===== config.mk =====
export PLATFORM = sky130hd
export DESIGN_NAME = hist_update_ctrl
export DESIGN_NICKNAME = d
export VERILOG_FILES = /design/src/rtl/hist_update_ctrl_pkg.sv /design/src/rtl/hist_update_ctrl_inflight_fifo.sv /design/src/rtl/hist_update_ctrl.sv
export SDC_FILE = /design/constraint.sdc
export NUM_CORES = 1
export LEC_CHECK = 0
export BUFFER_PORTS_ARGS = -buffer_cell sky130_fd_sc_hd__buf_4
export CAP_MARGIN = 20
export CORE_UTILIZATION = 45
export DETAILED_ROUTE_END_ITERATION = 16
export PLACE_DENSITY_LB_ADDON = 0.1
export SYNTH_ARGS = -nofsm -noshare
export SYNTH_HDL_FRONTEND = slang
export SYNTH_SLANG_ARGS = --single-unit

===== constraint.sdc =====
create_clock -name clk -period 3.4 [get_ports clk]
set_input_delay 0.17 -clock clk [delete_from_list [all_inputs] [get_ports clk]]
set_output_delay 0.17 -clock clk [all_outputs]
set_load 0.02 [all_outputs]

===== src/rtl/hist_update_ctrl_pkg.sv =====
// Shared types for the history-register update sequencer.
// Entry layout is {addr, dir}; the FSM has four states.
package hist_update_ctrl_pkg;

  localparam int HIST_ADDR_W = 10;

  typedef enum logic [1:0] {
    IDLE   = 2'd0,
    COMMIT = 2'd1,
    FIX    = 2'd2,
    REPLAY = 2'd3
  } state_t;

  typedef struct packed {
    logic [HIST_ADDR_W-1:0] addr;
    logic                   dir;
  } entry_t;

endpackage


===== src/rtl/hist_update_ctrl_inflight_fifo.sv =====
// In-flight branch FIFO with flush and a random-read port
// used to replay surviving entries after a resolution.
module hist_inflight_fifo #(
  parameter  int W     = 11,
  parameter  int DEPTH = 8,
  localparam int PW    = $clog2(DEPTH),
  localparam int CW    = PW + 1
) (
  input  logic          clk,
  input  logic          rst,
  input  logic          push,
  input  logic [W-1:0]  push_data,
  input  logic          pop,
  input  logic          flush,
  output logic [W-1:0]  head_data,
  input  logic [PW-1:0] rd_ptr,
  output logic [W-1:0]  rd_data,
  output logic [PW-1:0] head,
  output logic [PW-1:0] tail,
  output logic [CW-1:0] count,
  output logic          full,
  output logic          empty
);

  logic [W-1:0] mem [DEPTH];

  assign head_data = mem[head];
  assign rd_data   = mem[rd_ptr];
  assign full      = (count == CW'(DEPTH));
  assign empty     = (count == '0);

  // A flush lands tail on the post-pop head so nothing survives.
  always_ff @(posedge clk or negedge rst) begin
    if (!rst) begin
      head  <= '0;
      tail  <= '0;
      count <= '0;
    end else if (flush) begin
      head  <= head + PW'(pop);
      tail  <= head + PW'(pop);
      count <= '0;
    end else begin
      if (push) tail <= tail + PW'(1);
      if (pop)  head <= head + PW'(1);
      count <= count + CW'(push) - CW'(pop);
    end
  end

  always_ff @(posedge clk) begin
    if (push) mem[tail] <= push_data;
  end

endmodule


===== src/rtl/hist_update_ctrl.sv =====
// Speculative/commit strobe sequencer for the dual-copy
// branch-address and folded-outcome history registers.
module hist_update_ctrl
  import hist_update_ctrl_pkg::*;
#(
  parameter  int ADDR_W = HIST_ADDR_W,
  parameter  int DEPTH  = 8,
  localparam int PW     = $clog2(DEPTH),
  localparam int CW     = PW + 1
) (
  input  logic              clk,
  input  logic              rst,
  input  logic              pred_valid,
  output logic              pred_ready,
  input  logic [ADDR_W-1:0] pred_addr,
  input  logic              pred_dir,
  input  logic              res_valid,
  output logic              res_ready,
  input  logic              res_dir,
  output logic              spec_en,
  output logic [ADDR_W-1:0] spec_addr,
  output logic              spec_dir,
  output logic              true_en,
  output logic [ADDR_W-1:0] true_addr,
  output logic              true_dir,
  output logic              mispredict,
  output logic [CW-1:0]     inflight_cnt
);

  state_t        state;
  entry_t        lat;
  entry_t        head_e;
  entry_t        rd_e;
  entry_t        push_e;
  logic [PW-1:0] rptr;
  logic [PW-1:0] rd_ptr;
  logic [PW-1:0] head_ptr;
  logic [PW-1:0] tail_ptr;
  logic          full;
  logic          empty;
  logic          take_pred;
  logic          take_res;
  logic          mis;

  assign res_ready  = rst && (state == IDLE) && !empty;
  assign pred_ready = rst && (state == IDLE) && !full
                      && !(res_valid && res_ready);
  assign take_pred  = pred_valid && pred_ready;
  assign take_res   = res_valid && res_ready;
  assign mis        = (res_dir != head_e.dir);
  assign push_e     = '{addr: pred_addr, dir: pred_dir};
  assign rd_ptr     = (state == FIX) ? head_ptr : rptr;

  hist_inflight_fifo #(
    .W     ($bits(entry_t)),
    .DEPTH (DEPTH)
  ) u_fifo (
    .clk       (clk),
    .rst       (rst),
    .push      (take_pred),
    .push_data (push_e),
    .pop       (take_res),
    .flush     (take_res && mis),
    .head_data (head_e),
    .rd_ptr    (rd_ptr),
    .rd_data   (rd_e),
    .head      (head_ptr),
    .tail      (tail_ptr),
    .count     (inflight_cnt),
    .full      (full),
    .empty     (empty)
  );

  // Strobes are registered on entry to the state that owns them.
  always_ff @(posedge clk or negedge rst) begin
    if (!rst) begin
      state      <= IDLE;
      lat        <= '0;
      rptr       <= '0;
      spec_en    <= 1'b0;
      spec_addr  <= '0;
      spec_dir   <= 1'b0;
      true_en    <= 1'b0;
      true_addr  <= '0;
      true_dir   <= 1'b0;
      mispredict <= 1'b0;
    end else begin
      spec_en    <= 1'b0;
      true_en    <= 1'b0;
      mispredict <= 1'b0;
      unique case (state)
        IDLE: begin
          if (take_res) begin
            true_en    <= 1'b1;
            true_addr  <= head_e.addr;
            true_dir   <= res_dir;
            mispredict <= mis;
            lat        <= '{addr: head_e.addr, dir: res_dir};
            state      <= COMMIT;
          end else if (take_pred) begin
            spec_en   <= 1'b1;
            spec_addr <= pred_addr;
            spec_dir  <= pred_dir;
          end
        end
        COMMIT: begin
          spec_en   <= 1'b1;
          spec_addr <= lat.addr;
          spec_dir  <= lat.dir;
          state     <= FIX;
        end
        FIX: begin
          if (empty) begin
            state <= IDLE;
          end else begin
            spec_en   <= 1'b1;
            spec_addr <= rd_e.addr;
            spec_dir  <= rd_e.dir;
            rptr      <= head_ptr + PW'(1);
            state     <= REPLAY;
          end
        end
        REPLAY: begin
          if (rptr == tail_ptr) begin
            state <= IDLE;
          end else begin
            spec_en   <= 1'b1;
            spec_addr <= rd_e.addr;
            spec_dir  <= rd_e.dir;
            rptr      <= rptr + PW'(1);
          end
        end
        default: state <= IDLE;
      endcase
    end
  end

endmodule

Word-level counts from Yosys, hierarchy flattened
Memory sizes are Yosys's and may differ from the RTL's.
Cells that the tools add are included.

cells by class
  add/subtract/negate cells = 6
  $mul = 0
  divide/modulo/power cells = 0
  order comparisons = 0
  equal/unequal tests = 12
  shift operators = 0
  mux-type cells = 33
  bitwise gates (word level) = 0
  reductions and logical operators = 19

operators with widths
  operator                                                        number
  10-bit 2-to-1 mux                                               4
  10-bit case mux with 4 select lines                             1
  3-bit 2-to-1 mux                                                7
  1-bit 2-to-1 mux                                                13
  2-bit != test (second input constant)                           5
  3-bit by 1-bit adder with 3-bit output (second input constant)  3
  1-bit case mux with 4 select lines                              2
  2-bit case mux with 4 select lines                              1
  1-bit logical AND                                               7
  2-bit 2-to-1 mux                                                3
  3-bit case mux with 2 select lines                              1
  2-bit nonzero test                                              3
  4-bit by 1-bit adder with 4-bit output                          1
  2-bit equality test (second input constant)                     2
  4-bit equality test (second input constant)                     1
  4-bit zero test                                                 1
  4-bit 2-to-1 mux                                                1
  2-bit AND reduction                                             2
  4-bit AND reduction                                             1
  4-bit by 1-bit subtractor with 4-bit output                     1
  3-bit by 1-bit adder with 3-bit output                          1
  3-bit equality test                                             1
  1-bit zero test                                                 3
  3-bit AND reduction                                             1
  4 further kinds                                                 4

word-level totals
  flip-flop bits (word level) = 40
  bits in latches = 0
  RAM bits = 88
  bits in read-only memories = 0
  input port bits = 16
  output and inout bits = 31
  logic and storage cells = 83
  memories kept = 1

memory list
  name        words  bits a word  read ports  clocked after memory_dff  wr ports  RTL line                              text
  u_fifo.mem  8      11           2           0                         1         hist_update_ctrl_inflight_fifo.sv:25  logic [W-1:0] mem [DEPTH];

Depth between registers and ports, before layout
  word-level depth = 10
  gate-level depth with buffers = 12
  mapped depth without buffers = 12

By module
A second synthesis with hierarchy kept.

second synthesis, totals
  cells, all modules = 379
  area, all modules = 6,279.8 um^2

modules (own cells, without submodules)
  module              times used  cells each  area each (um^2)  sequential area each (um^2)
  hist_inflight_fifo  1           242         4,725.8           2,892.8
  hist_update_ctrl    1           137         1,554.0           750.7

Worst setup path after synthesis
OpenSTA, ideal clock, no wires.

  path type = reg-to-reg
  start = register u_fifo.count[2]
  end = memory u_fifo.mem[1][0] (enable)
  library setup time = 393 ps
  data arrival time = 2,656 ps
  required time = 3,007 ps
  path slack = 351 ps
  stages on the path, launching flop included = 7
  path buffers = 0
  period minus slack after synthesis = 3,049 ps
  path through = dfrtp_1 inv_1 ha_1 or3b_1 a2111oi_4 nand2_1 nor3_1

on the way
  word-level cells in the longest chain between the ends = 9
  elaborated cells between the ends (all ways) = 12
  classes of those cells = 1 x eq/ne; 2 x mux; 9 x reduce/logical

ends and longest elaborated chain
  what                                      RTL line                              text
  start: declaration                        hist_update_ctrl_inflight_fifo.sv:20  output logic [CW-1:0] count,
  start signal: assignment                  hist_update_ctrl_inflight_fifo.sv:45  count <= count + CW'(push) - CW'(pop);
  4-bit zero test                           hist_update_ctrl_inflight_fifo.sv:30  assign empty = (count == '0);
  1-bit zero test                           hist_update_ctrl.sv:45                assign res_ready = rst && (state == IDLE) && !empty;
  1-bit logical AND                         hist_update_ctrl.sv:45
  1-bit logical AND                         hist_update_ctrl.sv:47                && !(res_valid && res_ready);
  1-bit zero test                           hist_update_ctrl.sv:47
  1-bit logical AND *                       hist_update_ctrl.sv:47
  1-bit logical AND *                       hist_update_ctrl.sv:48                assign take_pred = pred_valid && pred_ready;
  1-bit 2-to-1 mux *                        hist_update_ctrl_inflight_fifo.sv:50  if (push) mem[tail] <= push_data;
  1-bit 2-to-1 mux (implied by the code) *  hist_update_ctrl_inflight_fifo.sv:50
  end: declaration                          hist_update_ctrl_inflight_fifo.sv:25

Every way passes the cells marked *; elsewhere a longest branch is shown, timed or not.

Final worst setup path
  start = register u_fifo.count[2]
  end = register u_fifo.count[2]

on the way
  word-level cells in the longest chain between the ends = 10
  elaborated cells between the ends (all ways) = 14
  classes of those cells = 2 x add/sub; 1 x eq/ne; 1 x mux; 10 x reduce/logical

ends and longest elaborated chain
  what                                         RTL line                                        text
  4-bit zero test                              hist_update_ctrl_inflight_fifo.sv:30
  1-bit zero test                              hist_update_ctrl.sv:45
  1-bit logical AND                            hist_update_ctrl.sv:45
  1-bit logical AND                            hist_update_ctrl.sv:47, hist_update_ctrl.sv:49
  1-bit zero test                              hist_update_ctrl.sv:47
  1-bit logical AND                            hist_update_ctrl.sv:47
  1-bit logical AND                            hist_update_ctrl.sv:48
  4-bit by 1-bit adder with 4-bit output       hist_update_ctrl_inflight_fifo.sv:45
  4-bit by 1-bit subtractor with 4-bit output  hist_update_ctrl_inflight_fifo.sv:45
  4-bit 2-to-1 mux *                           hist_update_ctrl_inflight_fifo.sv:38            end else if (flush) begin

Marks and branches as above.
A chain may end at the register's enable or synchronous reset.

==> qor.txt <==
=====================================================================================
Result of the run                                                        finished clean
Post-layout net count                                                             535
Number of sinks driven by the clock tree                                          128
Max Slew Vio Count                                                                  0
Placed cell area                                                         0.00683 sq mm
Share of the yosys chip area belonging to registers                             59.1%
Post-route antenna net violation count                                              0
Average cell area after synthesis                                          14.3 sq um
Max Cap Viol                                                                        0
Largest family of logic cells by synthesized area                        multiplexers
Initial Util                                                                    46.4%
FF-to-FF setup slack                                                          0.68 ns
Post-synth net total                                                              458
Number of instances resized during post-cts repair                                  0
Largest area contributor in the netlist                                  sky130_fd_sc_hd__edfxtp_1
Top cells by area, synth                                                 sky130_fd_sc_hd__edfxtp_1 43%, sky130_fd_sc_hd__dfrtp_1 16%, sky130_fd_sc_hd__mux2_2 8.0%
Layout cell share with drive strength beyond 1                                  33.7%
Post-detailed-route wirelength per cell                                       21.7 um
Die span in y                                                                  119 um
Crit. End Element                                                            register
Fill cell instance count of the final layout                                     1054
Area enclosed by the die boundary                                        0.0142 sq mm
Crit share post-route                                                           80.0%
Clock tree from TritonCTS                                                        done
Reg clk slew, reported paths                                                  0.06 ns
Number of warnings issued by yosys                                                  0
Critical path, cell by cell                                              inv_1, ha_1, or3b_1, nand3_1, clkinv_1, nand2b_1, nand2_1, ha_1, fa_1, xnor2_1, nor2_1
Post-synthesis register bit count                                                 128
Wire length of the first global-routing pass                                  23.6 mm
Post-synthesis compound-gate area fraction                                      6.90%
Critical-path cell with the highest stage delay                          sky130_fd_sc_hd__or3b_1
Leakage Power                                                                 2.88 nW
Transition time at the pin with the least slew margin                        0.593 ns
Final Hold Violating Endpoints                                                      0
Setup-violating endpoint count in the final report                                  0
Minimum hold slack                                                         0.00442 ns
Gr ovfl total                                                                       0
Final HPWL DP                                                                 9.58 mm
Yosys cell types                                                                   42
Most used cell along the critical path                                   sky130_fd_sc_hd__ha_1
Slew Limit Headroom                                                             60.5%
Iter 0 DRT Violations                                                             316
Number of buffers inserted by hold repair at cts                                   12
Vias per cell                                                                    5.70
Clock tree root driver cell                                              sky130_fd_sc_hd__clkbuf_16
Clk_skew                                                                   0.00701 ns
Worst hold-check path type                                                     in2reg
I/O pin count                                                                      47
Count of flip-flops with a built-in enable after synthesis                         88
Layout Cell Area excl Fill                                               0.00755 sq mm
Number of global-route vias before repair                                        4094
Area of the core                                                         0.0133 sq mm
Global router's overall resource usage                                          23.0%
Total negative setup slack                                                       0 ns
Cell area after synthesis                                                0.00617 sq mm
Number of I/O port buffers                                                         46
Post-layout min period                                                        2.72 ns
Via count                                                                        3981
Top_reg_cell synth                                                       sky130_fd_sc_hd__edfxtp_1
Required time worst endpoint                                                  3.69 ns
Synthesized-area fraction occupied by xor and xnor cells                        1.70%
Drt drc                                                                             0
Maximum number of pins on one net before global-route repair                       41
Number of antenna violations at the first check in global routing                   0
Number of rows in the core area                                                    42
Number of iterations in the first detailed-routing pass                             6
Worst EP arrival                                                              3.01 ns
Post-CTS repair timing setup buffer count                                           0
Routed WL                                                                     15.1 mm
Share of synthesized area spent on multiplexers                                 20.7%
Maximum frequency from static timing analysis                                 368 MHz
Power density over cell area                                              930 mW/mm^2
Maximum root-to-sink buffer count                                                   2
VDD IR max                                                                   0.507 mV
Startpoint type of the worst setup path                                      register
Maximum fanout encountered on the critical timing path                              9
Clock latency at the later pin of the worst-skew pair                         0.42 ns
Synth top area share                                                            42.8%
Global placement routability congestion                                         0.734
Share of async-settable or async-resettable flops after synthesis               31.3%
RSZ-0062 raised after global routing                                               no
Adder-cell area share of the yosys netlist                                      2.15%
Number of clock buffers inserted by TritonCTS                                      17
Number of diodes added for antenna fixing                                           0
CP Class                                                                      reg2reg
H-tree Lvls                                                                         4
Number of standard cells after synthesis                                          432
Area growth, synth to finish                                                    22.4%
Post-synthesis share of cell area spent on and, or, nand and nor gates          7.04%
Chip Width                                                                     119 um
Stage delay of the slowest cell on the critical path                          0.42 ns
=====================================================================================
sequential cells by signal, summed over array words and instances, names as in the netlist:
| signal | count |
|---|---|
| lat | 11 |
| rptr | 3 |
| state | 2 |
| u_fifo.mem | 88 |
| spec_dir | 1 |
| u_fifo.count | 4 |
| u_fifo.tail | 3 |
| true_en | 1 |
| spec_addr | 10 |
| spec_en | 1 |
| mispredict | 1 |
| u_fifo.head | 3 |
logic make-up after synthesis:
group / count (synthesis)
AO/OA/AOI/OAI: 61
XOR/XNOR: 12
adder cells (fa/ha/maj): 10
buffers and inverters: 33
flip-flops: 128
multiplexers: 96
AND/OR/NAND/NOR: 92
power by group:
part / internal (mW) / total (mW) / leakage [nW] / switching [mW]
clock: 1.16 / 1.86 / 0.298 / 0.702
combinational: 1.37 / 2.91 / 1.30 / 1.54
sequential: 1.92 / 2.26 / 1.28 / 0.334
worst paths after layout:
kind | cells after the start | end | start
max in group asynchronous | 3 | u_fifo.head[0]$_DFFE_PN0P_ | rst
setup reg to reg | 11 | u_fifo.count[2]$_DFF_PN0_ | u_fifo.count[2]$_DFF_PN0_
setup / recovery | 11 | u_fifo.count[2]$_DFF_PN0_ | u_fifo.count[2]$_DFF_PN0_
min in group asynchronous | 3 | rptr[0]$_DFFE_PN0P_ | rst
hold / removal | 1 | u_fifo.mem[7][6]$_DFFE_PP_ | pred_addr[5]
hold reg to reg | 2 | lat[2]$_DFFE_PN0P_ | lat[2]$_DFFE_PN0P_
cells in the final DEF (no fill, tap or decap), types with 3 or more instances in the layout:
cell type and instances:
sky130_fd_sc_hd__bufinv_16 3, sky130_fd_sc_hd__xnor2_1 8, sky130_fd_sc_hd__nand2_1 26, sky130_fd_sc_hd__mux4_2 21, sky130_fd_sc_hd__dfrtp_1 39, sky130_fd_sc_hd__nand3_1 4
sky130_fd_sc_hd__a21oi_1 17, sky130_fd_sc_hd__o21ai_0 15, sky130_fd_sc_hd__a31oi_1 11, sky130_fd_sc_hd__clkbuf_16 17, sky130_fd_sc_hd__clkinv_4 5, sky130_fd_sc_hd__xor2_1 4
sky130_fd_sc_hd__a222oi_1 11, sky130_fd_sc_hd__nand3b_1 4, sky130_fd_sc_hd__buf_4 71, sky130_fd_sc_hd__ha_1 9, sky130_fd_sc_hd__nor3b_1 3, sky130_fd_sc_hd__mux2i_1 30
sky130_fd_sc_hd__clkinv_2 3, sky130_fd_sc_hd__nor2_1 35, sky130_fd_sc_hd__dlygate4sd3_1 12, sky130_fd_sc_hd__nand2b_1 6, sky130_fd_sc_hd__inv_6 3, sky130_fd_sc_hd__mux2_2 44
sky130_fd_sc_hd__edfxtp_1 88, sky130_fd_sc_hd__inv_1 7
synth_stat cells, types with 2 or more instances:
cell type	number
sky130_fd_sc_hd__mux2_2	44
sky130_fd_sc_hd__inv_1	7
sky130_fd_sc_hd__xor2_1	4
sky130_fd_sc_hd__nor3_1	4
sky130_fd_sc_hd__mux4_2	21
sky130_fd_sc_hd__a31oi_1	11
sky130_fd_sc_hd__nand3_1	4
sky130_fd_sc_hd__nand2_1	26
sky130_fd_sc_hd__dfrtp_1	40
sky130_fd_sc_hd__a222oi_1	11
sky130_fd_sc_hd__nand3b_1	4
sky130_fd_sc_hd__nor2_1	35
sky130_fd_sc_hd__buf_6	2
sky130_fd_sc_hd__xnor2_1	8
sky130_fd_sc_hd__edfxtp_1	88
sky130_fd_sc_hd__clkbuf_1	13
sky130_fd_sc_hd__nor3b_1	3
sky130_fd_sc_hd__buf_2	9
sky130_fd_sc_hd__nand2b_1	6
sky130_fd_sc_hd__ha_1	9
sky130_fd_sc_hd__nor2b_1	2
sky130_fd_sc_hd__mux2i_1	31
sky130_fd_sc_hd__o21ai_0	15
sky130_fd_sc_hd__a21oi_1	17
through the flow:
stage	utilization [%]	std cells	setup WS (ns)	power, mW
5_1_grt	56.8	698	0.491	7.41
6_report	56.8	698	0.679	7.03
2_1_floorplan	-	432	0.351	4.25
3_3_place_gp	51.3	654	0.765	5.14
4_1_cts	56.8	698	0.638	7.07
3_5_place_dp	51.3	654	0.649	5.18
layer usage:
metal	part of all wire [%]	track usage [%]	up-vias
li1	-	-	1819
met1	45	31.1	2030
met2	49	36.7	114
met3	4.4	4.93	18
met4	1.5	7.75	0
met5	0	0	-
area by class of cell:
type	instances	area (sq um)	area share [%]
tap	176	220	2.91
timing repair buffer	83	653	8.65
multi-input combinational	271	2400	31.7
clock buffer	17	425	5.63
inverter	8	30.0	0.397
clock inverter	15	183	2.42
sequential	128	3640	48.2
worst max-delay path: cells and delay by family, from the launching register on:
family	cells	cell delay [ns]
buffers and inverters	2	0.35
and+or+nand+nor	5	0.94
DFF	1	0.37
adders and majority gates	3	0.78
xor gates and xnor gates	1	0.14
No activity file was read; power rests on OpenSTA's default activity.
